--- src/rtl/pdm_pkg.sv ---
// Shared definitions for the PDM-to-PCM decimator: word width, FSM state
// type, DC-blocker constants and the popcount/saturation helpers.
package pdm_pkg;

  localparam int WORD_W   = 16;
  localparam int DC_SHIFT = 8;
  localparam int DC_W     = 24;

  typedef enum logic {IDLE, ACCUM} decim_state_t;

  // Number of ones in a 16-bit PDM word (0..16).
  function automatic logic [4:0] popcount16(input logic [WORD_W-1:0] w);
    logic [4:0] c;
    c = '0;
    for (int i = 0; i < WORD_W; i++) begin
      c = c + {4'b0000, w[i]};
    end
    return c;
  endfunction

  // Clamp a wide signed value into the signed range of a w-bit word.
  function automatic logic signed [63:0] saturate(input logic signed [63:0] v,
                                                  input int unsigned w);
    logic signed [63:0] hi;
    logic signed [63:0] lo;
    hi = (64'sd1 <<< (w - 1)) - 64'sd1;
    lo = -(64'sd1 <<< (w - 1));
    if (v > hi) return hi;
    if (v < lo) return lo;
    return v;
  endfunction

endpackage

--- src/rtl/pdm_dc_block.sv ---
// First-order DC blocker: y[n] = x[n] - x[n-1] + y[n-1] - (y[n-1] >>> DC_SHIFT).
// Filter state is DC_W-bit signed; the output is saturated to OUT_W.
// One cycle of latency from in_valid to out_valid.
module pdm_dc_block
  import pdm_pkg::*;
#(
  parameter int OUT_W = 16
) (
  input  logic                    clk,
  input  logic                    rst_n,
  input  logic                    clear,
  input  logic                    in_valid,
  input  logic signed [OUT_W-1:0] in_sample,
  output logic                    out_valid,
  output logic signed [OUT_W-1:0] out_sample
);

  logic signed [DC_W-1:0]  x_prev_q, x_prev_d;
  logic signed [DC_W-1:0]  y_prev_q, y_prev_d;
  logic                    out_vld_q, out_vld_d;
  logic signed [OUT_W-1:0] out_q, out_d;
  logic signed [63:0]      y_full;

  // Filter arithmetic at full width; state and output saturate separately.
  always_comb begin
    y_full    = 64'(in_sample) - 64'(x_prev_q) + 64'(y_prev_q)
              - (64'(y_prev_q) >>> DC_SHIFT);
    x_prev_d  = x_prev_q;
    y_prev_d  = y_prev_q;
    out_d     = out_q;
    out_vld_d = 1'b0;
    if (clear) begin
      x_prev_d = '0;
      y_prev_d = '0;
      out_d    = '0;
    end else if (in_valid) begin
      x_prev_d  = DC_W'(in_sample);
      y_prev_d  = DC_W'(saturate(y_full, DC_W));
      out_d     = OUT_W'(saturate(y_full, OUT_W));
      out_vld_d = 1'b1;
    end
  end

  // Filter state and output register.
  always_ff @(posedge clk or negedge rst_n) begin
    if (!rst_n) begin
      x_prev_q  <= '0;
      y_prev_q  <= '0;
      out_q     <= '0;
      out_vld_q <= 1'b0;
    end else begin
      x_prev_q  <= x_prev_d;
      y_prev_q  <= y_prev_d;
      out_q     <= out_d;
      out_vld_q <= out_vld_d;
    end
  end

  assign out_valid  = out_vld_q;
  assign out_sample = out_q;

endmodule

--- src/rtl/pdm_decimator.sv ---
// PDM word decimator: rising-edge word acceptance, popcount, accumulation of
// WORDS_PER_SAMPLE counts, centring, gain shift, saturation and a one-entry
// valid/ready output register with a sticky overrun flag.
// Optional DC blocker enabled by defining PDM_DECIM_DC_BLOCK_EN (adds one
// cycle of latency).
module pdm_decimator
  import pdm_pkg::*;
#(
  parameter int WORDS_PER_SAMPLE = 4,
  parameter int GAIN_SHIFT       = 8,
  parameter int OUT_W            = 16
) (
  input  logic              clock,
  input  logic              reset_n,
  input  logic              enable,
  input  logic [WORD_W-1:0] word_in,
  input  logic              word_valid,
  output logic [OUT_W-1:0]  sample_out,
  output logic              sample_valid,
  input  logic              sample_ready,
  output logic              overrun
);

  localparam int ACC_W  = $clog2(WORDS_PER_SAMPLE * WORD_W + 1);
  localparam int CNT_W  = $clog2(WORDS_PER_SAMPLE);
  localparam int CENTRE = WORDS_PER_SAMPLE * (WORD_W / 2);

  decim_state_t       state_q, state_d;
  logic               wv_prev_q, wv_prev_d;
  logic [4:0]         pop_q, pop_d;
  logic               pop_vld_q, pop_vld_d;
  logic [ACC_W-1:0]   acc_q, acc_d;
  logic [CNT_W-1:0]   cnt_q, cnt_d;
  logic [OUT_W-1:0]   comp_q, comp_d;
  logic               comp_vld_q, comp_vld_d;
  logic [OUT_W-1:0]   out_q, out_d;
  logic               out_vld_q, out_vld_d;
  logic               overrun_q, overrun_d;

  logic               accept;
  logic [ACC_W-1:0]   sum;
  logic signed [63:0] centred;
  logic signed [63:0] scaled;
  logic               new_vld;
  logic [OUT_W-1:0]   new_sample;

  // Front end: FSM, edge detection and registered popcount of accepted words.
  // NOTE: every always_comb output gets a default first so no path can leave
  // it unassigned and infer a latch.
  always_comb begin
    accept    = enable & word_valid & ~wv_prev_q;
    state_d   = enable ? ACCUM : IDLE;
    wv_prev_d = enable ? word_valid : 1'b0;
    pop_d     = popcount16(word_in);
    pop_vld_d = accept;
  end

  // Accumulator, word counter and sample completion (centre, scale, clamp).
  always_comb begin
    sum        = acc_q + ACC_W'(pop_q);
    centred    = $signed(64'(sum)) - 64'(CENTRE);
    scaled     = centred <<< GAIN_SHIFT;
    acc_d      = acc_q;
    cnt_d      = cnt_q;
    comp_d     = comp_q;
    comp_vld_d = 1'b0;
    if (state_q == IDLE || !enable) begin
      acc_d = '0;
      cnt_d = '0;
    end else if (pop_vld_q) begin
      if (cnt_q == CNT_W'(WORDS_PER_SAMPLE - 1)) begin
        acc_d      = '0;
        cnt_d      = '0;
        comp_d     = OUT_W'(saturate(scaled, OUT_W));
        comp_vld_d = 1'b1;
      end else begin
        acc_d = sum;
        cnt_d = cnt_q + CNT_W'(1);
      end
    end
  end

`ifdef PDM_DECIM_DC_BLOCK_EN
  pdm_dc_block #(
    .OUT_W(OUT_W)
  ) u_dc_block (
    .clk       (clock),
    .rst_n     (reset_n),
    .clear     (state_q == IDLE),
    .in_valid  (comp_vld_q),
    .in_sample (comp_q),
    .out_valid (new_vld),
    .out_sample(new_sample)
  );
`else
  assign new_vld    = comp_vld_q;
  assign new_sample = comp_q;
`endif

  // Output register: load when empty or draining, otherwise drop and flag.
  always_comb begin
    out_d     = out_q;
    out_vld_d = out_vld_q;
    overrun_d = overrun_q;
    if (new_vld && (!out_vld_q || sample_ready)) begin
      out_d     = new_sample;
      out_vld_d = 1'b1;
    end else if (out_vld_q && sample_ready) begin
      out_vld_d = 1'b0;
    end
    if (new_vld && out_vld_q && !sample_ready) begin
      overrun_d = 1'b1;
    end
  end

  // All pipeline state.
  // NOTE: sequential state is updated with non-blocking '<=' only, so every
  // flop samples the pre-edge values regardless of statement order.
  always_ff @(posedge clock or negedge reset_n) begin
    if (!reset_n) begin
      state_q    <= IDLE;
      wv_prev_q  <= 1'b0;
      pop_q      <= '0;
      pop_vld_q  <= 1'b0;
      acc_q      <= '0;
      cnt_q      <= '0;
      comp_q     <= '0;
      comp_vld_q <= 1'b0;
      out_q      <= '0;
      out_vld_q  <= 1'b0;
      overrun_q  <= 1'b0;
    end else begin
      state_q    <= state_d;
      wv_prev_q  <= wv_prev_d;
      pop_q      <= pop_d;
      pop_vld_q  <= pop_vld_d;
      acc_q      <= acc_d;
      cnt_q      <= cnt_d;
      comp_q     <= comp_d;
      comp_vld_q <= comp_vld_d;
      out_q      <= out_d;
      out_vld_q  <= out_vld_d;
      overrun_q  <= overrun_d;
    end
  end

  assign sample_out   = out_q;
  assign sample_valid = out_vld_q;
  assign overrun      = overrun_q;

endmodule
--- config.mk ---
export PLATFORM = sky130hd
export DESIGN_NAME = pdm_decimator
export DESIGN_NICKNAME = d
export VERILOG_FILES = /design/src/rtl/pdm_pkg.sv /design/src/rtl/pdm_dc_block.sv /design/src/rtl/pdm_decimator.sv
export SDC_FILE = /design/constraint.sdc
export NUM_CORES = 1
export LEC_CHECK = 0
export ABC_AREA = 1
export CELL_PAD_IN_SITES_DETAIL_PLACEMENT = 1
export CELL_PAD_IN_SITES_GLOBAL_PLACEMENT = 1
export CORE_MARGIN = 1.5
export CORE_UTILIZATION = 30
export CTS_BUF_LIST = sky130_fd_sc_hd__clkbuf_4 sky130_fd_sc_hd__clkbuf_8
export DETAILED_ROUTE_END_ITERATION = 8
export PLACE_DENSITY_LB_ADDON = 0.12
export SYNTH_ARGS = -nofsm -noshare
export SYNTH_HDL_FRONTEND = slang
export SYNTH_SLANG_ARGS = --single-unit
--- constraint.sdc ---
create_clock -name clock -period 3.3 [get_ports clock]
set_input_delay 0.33 -clock clock [delete_from_list [all_inputs] [get_ports clock]]
set_output_delay 0.33 -clock clock [all_outputs]
set_load 0.02 [all_outputs]
==> results.py, run 1 <==
metrics = {
    "worst_setup_path": {
        "required_ns": 3.47,
        "slowest_delay_ns": 0.53,
        "path_common_cell": "fa_1",
        "cp_slowest_cell": "fa_1",
        "rr_startpoint": "acc_q[0]$_DFFE_PN0P_",
        "crit_buf_inv": 3,
        "worstReg2RegEnd": "comp_q[14]$_DFFE_PN0P_",
        "rrSetupSlack_ns": 1.35,
        "cp_cell_sequence": "dlygate4sd2_1, fa_1, inv_1, fa_1, fa_1, fa_1, inv_2, ha_4, fa_2, xor2_1",
        "crit_family": "adder cells",
        "crit_fanout": 2,
        "crit_type": "primary input to flop",
        "endpoint_kind": "flop",
        "startpoint_type": "primary input",
        "cp.arrival_ns": 3.33,
        "r2r_cells": 10,
    },
    "sta": {
        "finalHoldViolations": 0,
        "period_share": 0.958,
        "rsz0062_at_grt": "false",
        "finalClockSkew_ns": 0.00395,
        "finalSetupViolCount": 0,
        "clock.fmax_mhz": 316,
        "final_max_slew_viol_count": 0,
        "layout_min_cycle_time_ns": 3.16,
    },
    "global_route": {
        "gr-total-overflow": 0,
        "grt_util_met2": 0.195,
        "busiest_layer": "met2",
        "grtUsageMet1": 0.138,
        "grt_pass1_wl_um": 6510,
        "use_met3": 0.0263,
        "grt_pass1_vias": 1488,
        "grt_max_degree": 37,
        "globalRouteTotalUtil": 0.115,
        "antenna_found_initial": 0,
    },
    "synthesis": {
        "syn_area_per_cell_sq_um": 9.65,
        "synthDistinctLibCells": 29,
        "async_flop_share": 1.00,
        "synth_cells": 210,
        "synth-seq-area-share": 0.445,
        "yosys_warnings": 0,
        "syn_area_sq_mm": 0.00203,
        "ys_ff_latch": 36,
        "synth_edf_count": 0,
        "ys.flop_type": "dfrtp_1",
    },
    "clock_network": {
        "numCtsBuffers": 5,
        "clockBufferDepth": 2,
        "path_clk_slew_ns": 0.07,
        "root_buffer": "clkbuf_8",
        "cts_sinks": 36,
        "cts_tree": "done",
        "clk_latency_ns": 0.29,
        "cts-htree-levels": 2,
    },
    "detailed_routing": {
        "viasPerCell": 4.30,
        "drt_first_pass_iters": 8,
        "drc": 3,
        "drtIter0Drc": 26,
        "antenna_left": 0,
        "num_vias": 1399,
        "wl_um": 3520,
        "avgRoutedWirePerCell_um": 10.8,
    },
    "flow_run": {
        "cap_violations": 0,
    },
    "cells_and_area": {
        "regArea_sq_um": 901,
        "synthToLayoutAreaGrowth_pct": 23.2,
        "stdcell_area_sq_mm": 0.00250,
        "diodes": 0,
        "fillers": 742,
        "fin_nets": 291,
        "drive_above_1_share": 0.117,
        "multi_input_area_sq_um": 936,
        "fin_util": 0.389,
    },
    "floorplan": {
        "dieWidth_um": 85.2,
        "initial_core_util": 0.315,
        "num_rows": 29,
        "pin_count": 39,
        "dieArea_sq_mm": 0.00725,
        "die_h_um": 85.2,
        "core_sq_mm": 0.00642,
    },
    "placement": {
        "dp_hpwl_um": 2780,
        "placed_cell_area_sq_mm": 0.00239,
        "io_buffers": 30,
        "gp_congestion": 0.727,
    },
    "worst_hold_path": {
        "hold_path_depth": 1,
        "min_to": "pop_vld_q$_DFF_PN0_",
        "min-delay-start": "wv_prev_q$_DFF_PN0_",
        "min_path_type": "flop to flop",
    },
    "pwr": {
        "p_int_w": 0.000814,
        "clkPwrFrac": 0.283,
        "pwr-share-seq": 0.415,
        "pwr_density_cell_mw_per_mm2": 476,
        "p_sw_w": 0.000374,
        "cellLeakagePower_nw": 1.35,
        "p_sw_frac": 0.315,
        "irDropWorstVdd_mv": 0.158,
        "comb_power_share": 0.302,
    },
    "run_status": {
        "violations": "DRC",
        "outcome": "finished with violations",
    },
}
==> through the flow <==
stage / cells / total power [W] / hold slack [ns] / setup TNS, ns / setup WS [ns]
finish: 325 / 0.00119 / 0.398 / 0 / 0.140
global route: 325 / 0.00130 / 0.421 / 0 / 0.0175
CTS: 325 / 0.00122 / 0.403 / 0 / 0.0798
detailed placement: 316 / 0.000854 / 0.392 / -1.56 / -0.469
global placement: 316 / 0.000850 / 0.390 / -1.47 / -0.428
floorplan: 217 / 0.000755 / 0.0344 / 0 / 0.108
==> cell families after synthesis <==
kind of cell / after synthesis / synth area share
AO/OA/AOI/OAI: 20 / 0.0612
AND/OR/NAND/NOR: 73 / 0.166
adder cells (fa/ha/maj): 23 / 0.183
multiplexers: 3 / 0.0167
other: 1 / 0.00185
buffers and inverters: 51 / 0.114
XOR/XNOR: 3 / 0.0130
flip-flops: 36 / 0.445
==> per-layer routing <==
metal	wire, um	part of all wire
met1	1600	0.45
met2	1700	0.48
met3	137	0.039
met4	83	0.024
met5	0	0
==> how the worst max path moves through the flow <==
stage	start	endpoint	slack, ns	depth (start not counted)
3_5_place_dp	word_in[0]	pop_q[4]$_DFF_PN0_	-0.47	11
3_3_place_gp	word_in[0]	pop_q[4]$_DFF_PN0_	-0.43	11
2_1_floorplan	word_in[0]	pop_q[2]$_DFF_PN0_	0.11	9
6_report	word_in[11]	pop_q[2]$_DFF_PN0_	0.14	10
5_1_grt	word_in[11]	pop_q[4]$_DFF_PN0_	0.02	11
4_1_cts	word_in[11]	pop_q[2]$_DFF_PN0_	0.08	10
==> layout by cell type, fill, tap and decap left out, types with 3 or more instances in the layout <==
cell type / n
nand2_1: 48
inv_1: 37
dfrtp_1: 36
clkdlybuf4s50_1: 21
nand3_1: 16
ha_1: 11
o21ai_0: 10
fa_1: 10
dlygate4sd2_1: 9
conb_1: 8
clkbuf_8: 6
inv_2: 4
nor2_1: 3
mux2_2: 3
buf_4: 3
==> power by group through the flow <==
stage                     clock (W)  combinational [W]  sequential, W
final                      0.000337           0.000359       0.000493
after detailed placement          0           0.000352       0.000502
after CTS                  0.000352           0.000375       0.000493
after global placement            0           0.000348       0.000501
after global routing       0.000366           0.000433       0.000498
after floorplan                   0           0.000256       0.000498
==> what timing repair did <==
| action | CTS | global route |
|---|---|---|
| buffers inserted | 1 | 0 |
| gates resized for setup | 14 | 0 |
| endpoints found under the setup margin | 3 | 2 |
| gates cloned | 0 | 0 |
| hold buffers | 0 | 0 |
| pin swaps | 8 | 2 |
==> cell usage after synthesis (2+ instances only) <==
cell	number	area, sq um
buf_4	8	60.1
xor2_1	2	17.5
nor2_1	3	11.3
o21ai_0	10	50.1
mux2_2	3	33.8
ha_1	12	150
nand3_1	16	80.1
inv_2	2	7.51
inv_1	39	146
fa_1	11	220
o21ai_1	2	10.0
nand2_1	48	180
dfrtp_1	36	901
o21ai_2	2	17.5
a22o_1	2	17.5
==> area by class of cell <==
class | count | area share
inverters | 41 | 0.0617
repair buffers | 33 | 0.125
flip-flops and latches | 36 | 0.361
clock buffers | 7 | 0.0361
clock inverters | 1 | 0.00301
well taps | 77 | 0.0386
multi-input cells | 130 | 0.375
==> sequential cells by signal, indices dropped and copies added, names as in the netlist <==
register      count
sample_out        8
acc_q             7
state_q           1
wv_prev_q         1
sample_valid      1
comp_vld_q        1
cnt_q             2
comp_q            8
overrun           1
pop_vld_q         1
pop_q             5
==> worst register-to-register path, stage by stage, from the launching register on <==
cell,delay [ns]
dfrtp_1,0.39
ha_1,0.21
fa_1,0.42
nand2_1,0.09
nand2_1,0.09
nand3_1,0.10
nand2_1,0.06
nand2_1,0.07
nand2_1,0.06
ha_1,0.27
o21ai_1,0.13
Power figures use the tool's default switching activity.
==> run 2, diff against run 1 <==
--- a/config.mk
+++ b/config.mk
@@ -8,6 +8,7 @@
 export ABC_AREA = 1
 export CELL_PAD_IN_SITES_DETAIL_PLACEMENT = 1
 export CELL_PAD_IN_SITES_GLOBAL_PLACEMENT = 1
+export CORE_ASPECT_RATIO = 1.25
 export CORE_MARGIN = 1.5
 export CORE_UTILIZATION = 30
 export CTS_BUF_LIST = sky130_fd_sc_hd__clkbuf_4 sky130_fd_sc_hd__clkbuf_8
==> results.py, run 2 (synthesized netlist as in run 1, its figures left out) <==
metrics = {
    "global_route": {
        "antenna_found_initial": 0,
        "grt_pass1_wl_um": 6380,
        "grt_max_degree": 37,
        "gr-total-overflow": 0,
        "grt_pass1_vias": 1485,
        "globalRouteTotalUtil": 0.115,
    },
    "cells_and_area": {
        "layout_common_cells": "nand2_1, inv_1, dfrtp_1",
        "drive_above_1_share": 0.117,
        "regArea_sq_um": 901,
        "multi_input_area_sq_um": 936,
        "fin_nets": 291,
        "stdcell_area_sq_mm": 0.00254,
        "final_common_cell": "nand2_1",
        "fin_cells": 335,
        "fillers": 736,
        "diodes": 0,
        "synthToLayoutAreaGrowth_pct": 25.3,
    },
    "pwr": {
        "pwr_density_cell_mw_per_mm2": 509,
        "power_w": 0.00129,
        "irDropWorstVdd_mv": 0.190,
        "cellLeakagePower_nw": 1.36,
    },
    "clock_network": {
        "cts_sinks": 36,
        "numCtsBuffers": 5,
        "root_buffer": "clkbuf_8",
        "clk_latency_ns": 0.28,
        "cts-htree-levels": 2,
        "cts_setup_buffers": 0,
        "clockBufferDepth": 2,
        "path_clk_slew_ns": 0.07,
        "cts_tree": "done",
    },
    "sta": {
        "layout_min_cycle_time_ns": 3.22,
        "finalClockSkew_ns": 0.00558,
        "tns_ns": 0,
        "period_share": 0.975,
        "clock.fmax_mhz": 311,
        "rsz0062_at_grt": "false",
        "final_max_slew_viol_count": 0,
        "finalSetupViolCount": 0,
        "finalHoldViolations": 0,
    },
    "worst_setup_path": {
        "cp_slowest_cell": "fa_1",
        "rrSetupSlack_ns": 1.36,
        "required_ns": 3.47,
        "worstReg2RegEnd": "comp_q[14]$_DFFE_PN0P_",
        "r2r_cells": 10,
        "crit_type": "primary input to flop",
        "crit_fanout": 2,
        "path_common_cell": "fa_1",
        "crit_buf_inv": 3,
        "rr_startpoint": "acc_q[0]$_DFFE_PN0P_",
        "endpoint_kind": "flop",
        "slowest_delay_ns": 0.55,
        "cp_cell_sequence": "dlygate4sd2_1, fa_1, inv_2, fa_1, fa_1, fa_1, inv_2, ha_4, fa_2, xor2_1",
        "crit_family": "adder cells",
        "startpoint_type": "primary input",
        "cp.arrival_ns": 3.39,
    },
    "floorplan": {
        "dieArea_sq_mm": 0.00726,
        "num_rows": 33,
        "dieWidth_um": 76.5,
        "initial_core_util": 0.309,
        "die_h_um": 94.9,
        "core_sq_mm": 0.00657,
        "pin_count": 39,
    },
    "placement": {
        "placed_cell_area_sq_mm": 0.00241,
        "place_inst": 327,
        "io_buffers": 30,
        "dp_hpwl_um": 2980,
        "gp_congestion": 0.753,
    },
    "flow_run": {
        "cap_violations": 0,
    },
    "detailed_routing": {
        "drtIter0Drc": 38,
        "viasPerCell": 4.21,
        "drc": 0,
        "num_vias": 1410,
        "antenna_left": 0,
        "drt_first_pass_iters": 3,
        "avgRoutedWirePerCell_um": 11.0,
        "wl_um": 3690,
    },
    "run_status": {
        "outcome": "complete, no violations",
    },
    "worst_hold_path": {
        "min-delay-start": "wv_prev_q$_DFF_PN0_",
        "hold_path_depth": 1,
        "min_to": "pop_vld_q$_DFF_PN0_",
        "min_path_type": "flop to flop",
    },
}
## run 2: power breakdown
group          internal, W  switching [W]
clock network     0.000267       0.000155
registers         0.000477      0.0000160
logic             0.000168       0.000209
## run 2: layout make-up
| cell class | instances | area share |
|---|---|---|
| inverters | 41 | 0.0607 |
| multi-input cells | 130 | 0.369 |
| clock buffers | 7 | 0.0380 |
| flip-flops and latches | 36 | 0.355 |
| clock inverters | 1 | 0.0118 |
| repair buffers | 33 | 0.123 |
| well taps | 87 | 0.0429 |
## run 2: worst max-delay path by stage
| stage | cells past startpoint | slack (ns) | to | from |
|---|---|---|---|---|
| 3_5_place_dp | 11 | -0.47 | pop_q[4]$_DFF_PN0_ | word_in[0] |
| 4_1_cts | 10 | 0.07 | pop_q[2]$_DFF_PN0_ | word_in[11] |
| 5_1_grt | 10 | 0.03 | pop_q[2]$_DFF_PN0_ | word_in[11] |
| 6_report | 10 | 0.08 | pop_q[2]$_DFF_PN0_ | word_in[11] |
| 3_3_place_gp | 10 | -0.41 | pop_q[2]$_DFF_PN0_ | word_in[0] |
| 2_1_floorplan | 9 | 0.11 | pop_q[2]$_DFF_PN0_ | word_in[0] |
## run 2: through the flow
stage / setup slack (ns) / utilization / hold slack (ns)
final: 0.0814 / 0.387 / 0.414
after detailed placement: -0.466 / 0.367 / 0.407
after global placement: -0.410 / 0.367 / 0.386
after global routing: 0.0263 / 0.387 / 0.423
after CTS: 0.0698 / 0.387 / 0.418
after floorplan: 0.108 / - / 0.0344
## run 2: what timing repair did
item | CTS | global route
hold endpoints to repair | 0 | 0
setup endpoints to repair | 4 | 0
resized for setup | 15 | 0
hold buffers | 0 | 0
## run 2: metal layers
| metal | global-route usage | wire [um] |
|---|---|---|
| met5 | 0 | 0 |
| met4 | 0.0664 | 99 |
| met3 | 0.0242 | 117 |
| met2 | 0.220 | 2020 |
| met1 | 0.114 | 1460 |
==> run 3, diff against run 2 <==
--- a/config.mk
+++ b/config.mk
@@ -11,7 +11,7 @@
 export CORE_ASPECT_RATIO = 1.25
 export CORE_MARGIN = 1.5
 export CORE_UTILIZATION = 30
-export CTS_BUF_LIST = sky130_fd_sc_hd__clkbuf_4 sky130_fd_sc_hd__clkbuf_8
+export CTS_BUF_LIST = sky130_fd_sc_hd__clkbuf_4
 export DETAILED_ROUTE_END_ITERATION = 8
 export PLACE_DENSITY_LB_ADDON = 0.12
 export SYNTH_ARGS = -nofsm -noshare
==> results.py, run 3 (synthesized netlist as in run 1, its figures left out) <==
metrics = {
    "run_status": {
        "outcome": "complete, no violations",
    },
    "clock_network": {
        "cts_sinks": 36,
        "clk_latency_ns": 0.33,
        "root_buffer": "clkbuf_4",
        "cts_tree": "done",
        "cts-htree-levels": 2,
        "cts_setup_buffers": 0,
        "path_clk_slew_ns": 0.11,
        "clockBufferDepth": 2,
        "numCtsBuffers": 5,
    },
    "worst_setup_path": {
        "slowest_delay_ns": 0.53,
        "rr_startpoint": "acc_q[0]$_DFFE_PN0P_",
        "endpoint_kind": "flop",
        "crit_type": "primary input to flop",
        "rrSetupSlack_ns": 1.36,
        "cp_slowest_cell": "fa_1",
        "startpoint_type": "primary input",
        "path_common_cell": "fa_1",
        "cp_cell_sequence": "clkdlybuf4s50_1, fa_1, inv_1, fa_1, fa_1, fa_1, inv_2, ha_4, fa_2, xor2_1",
        "cp_num_cells": 10,
        "required_ns": 3.53,
        "cp.arrival_ns": 3.47,
        "crit_end": "pop_q[2]$_DFF_PN0_",
        "r2r_cells": 10,
        "crit_fanout": 2,
        "crit_start": "word_in[15]",
        "crit_buf_inv": 3,
        "worstReg2RegEnd": "comp_q[14]$_DFFE_PN0P_",
        "crit_family": "adder cells",
    },
    "global_route": {
        "grt_pass1_vias": 1505,
        "grt_pass1_wl_um": 6470,
        "globalRouteTotalUtil": 0.115,
        "grt_max_degree": 37,
        "antenna_found_initial": 0,
        "gr-total-overflow": 0,
    },
    "detailed_routing": {
        "drtIter0Drc": 26,
        "num_vias": 1416,
        "drt_first_pass_iters": 3,
        "viasPerCell": 4.23,
        "drc": 0,
        "antenna_left": 0,
        "wl_um": 3710,
        "avgRoutedWirePerCell_um": 11.1,
    },
    "sta": {
        "finalClockSkew_ns": 0.00647,
        "period_share": 0.983,
        "hold_slack_ns": 0.416,
        "final_max_slew_viol_count": 0,
        "finalSetupViolCount": 0,
        "layout_min_cycle_time_ns": 3.24,
        "tns_ns": 0,
        "finalHoldViolations": 0,
        "clock.fmax_mhz": 308,
    },
    "cells_and_area": {
        "drive_above_1_share": 0.125,
        "regArea_sq_um": 901,
        "fillers": 733,
        "layout_common_cells": "nand2_1, dfrtp_1, inv_1",
        "synthToLayoutAreaGrowth_pct": 24.2,
        "diodes": 0,
        "final_common_cell": "nand2_1",
        "fin_nets": 291,
        "multi_input_area_sq_um": 938,
        "stdcell_area_sq_mm": 0.00252,
    },
    "pwr": {
        "pwr_density_cell_mw_per_mm2": 469,
        "irDropWorstVdd_mv": 0.182,
        "cellLeakagePower_nw": 1.39,
        "power_w": 0.00118,
    },
    "placement": {
        "dp_hpwl_um": 2980,
        "io_buffers": 30,
        "gp_congestion": 0.753,
        "placed_cell_area_sq_mm": 0.00241,
    },
    "floorplan": {
        "pin_count": 39,
        "initial_core_util": 0.309,
        "die_h_um": 94.9,
        "num_rows": 33,
        "core_sq_mm": 0.00657,
        "dieWidth_um": 76.5,
        "dieArea_sq_mm": 0.00726,
    },
    "worst_hold_path": {
        "min_path_type": "primary input to asynchronous set/reset pin",
    },
    "flow_run": {
        "cap_violations": 0,
    },
}
[run 3: cell types whose count changed in the layout (fill, tap and decap cells not counted), moves of 2 or more]
cell            delta
clkbuf_4           +5
clkbuf_8           -7
clkinv_1           +2
dlygate4sd2_1      -8
dlymetal6s2s_1     +7
inv_1              -3
inv_2              +3
[run 3: timing repair]
action                     4_1_cts  5_1_grt
setup endpoints to repair        2        4
gates resized for setup          3       15
hold buffers                     0        0
pin swaps                        4        9
[run 3: report_power, final]
group          internal (W)  switching [W]
clock              0.000155       0.000146
sequential         0.000476      0.0000158
combinational      0.000172       0.000215
total              0.000803       0.000376
[run 3: per-stage QoR]
stage | setup slack [ns] | utilization | std cells
6_report | 0.0553 | 0.383 | 335
5_1_grt | -0.00130 | 0.383 | 335
4_1_cts | 0.00587 | 0.379 | 335
3_5_place_dp | -0.466 | 0.367 | 327
3_3_place_gp | -0.410 | 0.367 | 327
2_1_floorplan | 0.108 | - | 217
[run 3: per-layer routing]
metal	GRT usage	vias up	part of all wire
li1	-	702	-
met1	0.114	672	0.39
met2	0.225	33	0.54
met3	0.0242	9	0.035
met4	0.0617	0	0.030
met5	0	-	0
[run 3: cell type report]
class,count,share of cell area
multi-input cells,130,0.373
flip-flops and latches,36,0.358
repair buffers,33,0.135
inverters,41,0.0612
well taps,87,0.0433
clock buffers,5,0.0149
clock inverters,3,0.0149
[run 3: worst min path at each step]
stage,start,endpoint,slack (ns),depth (start not counted)
floorplan,reset_n,acc_q[0]$_DFFE_PN0P_,0.03,0
global placement,wv_prev_q$_DFF_PN0_,pop_vld_q$_DFF_PN0_,0.39,1
detailed placement,wv_prev_q$_DFF_PN0_,pop_vld_q$_DFF_PN0_,0.41,1
CTS,wv_prev_q$_DFF_PN0_,pop_vld_q$_DFF_PN0_,0.42,1
global route,wv_prev_q$_DFF_PN0_,pop_vld_q$_DFF_PN0_,0.43,1
finish,reset_n,comp_q[8]$_DFFE_PN0P_,0.42,2
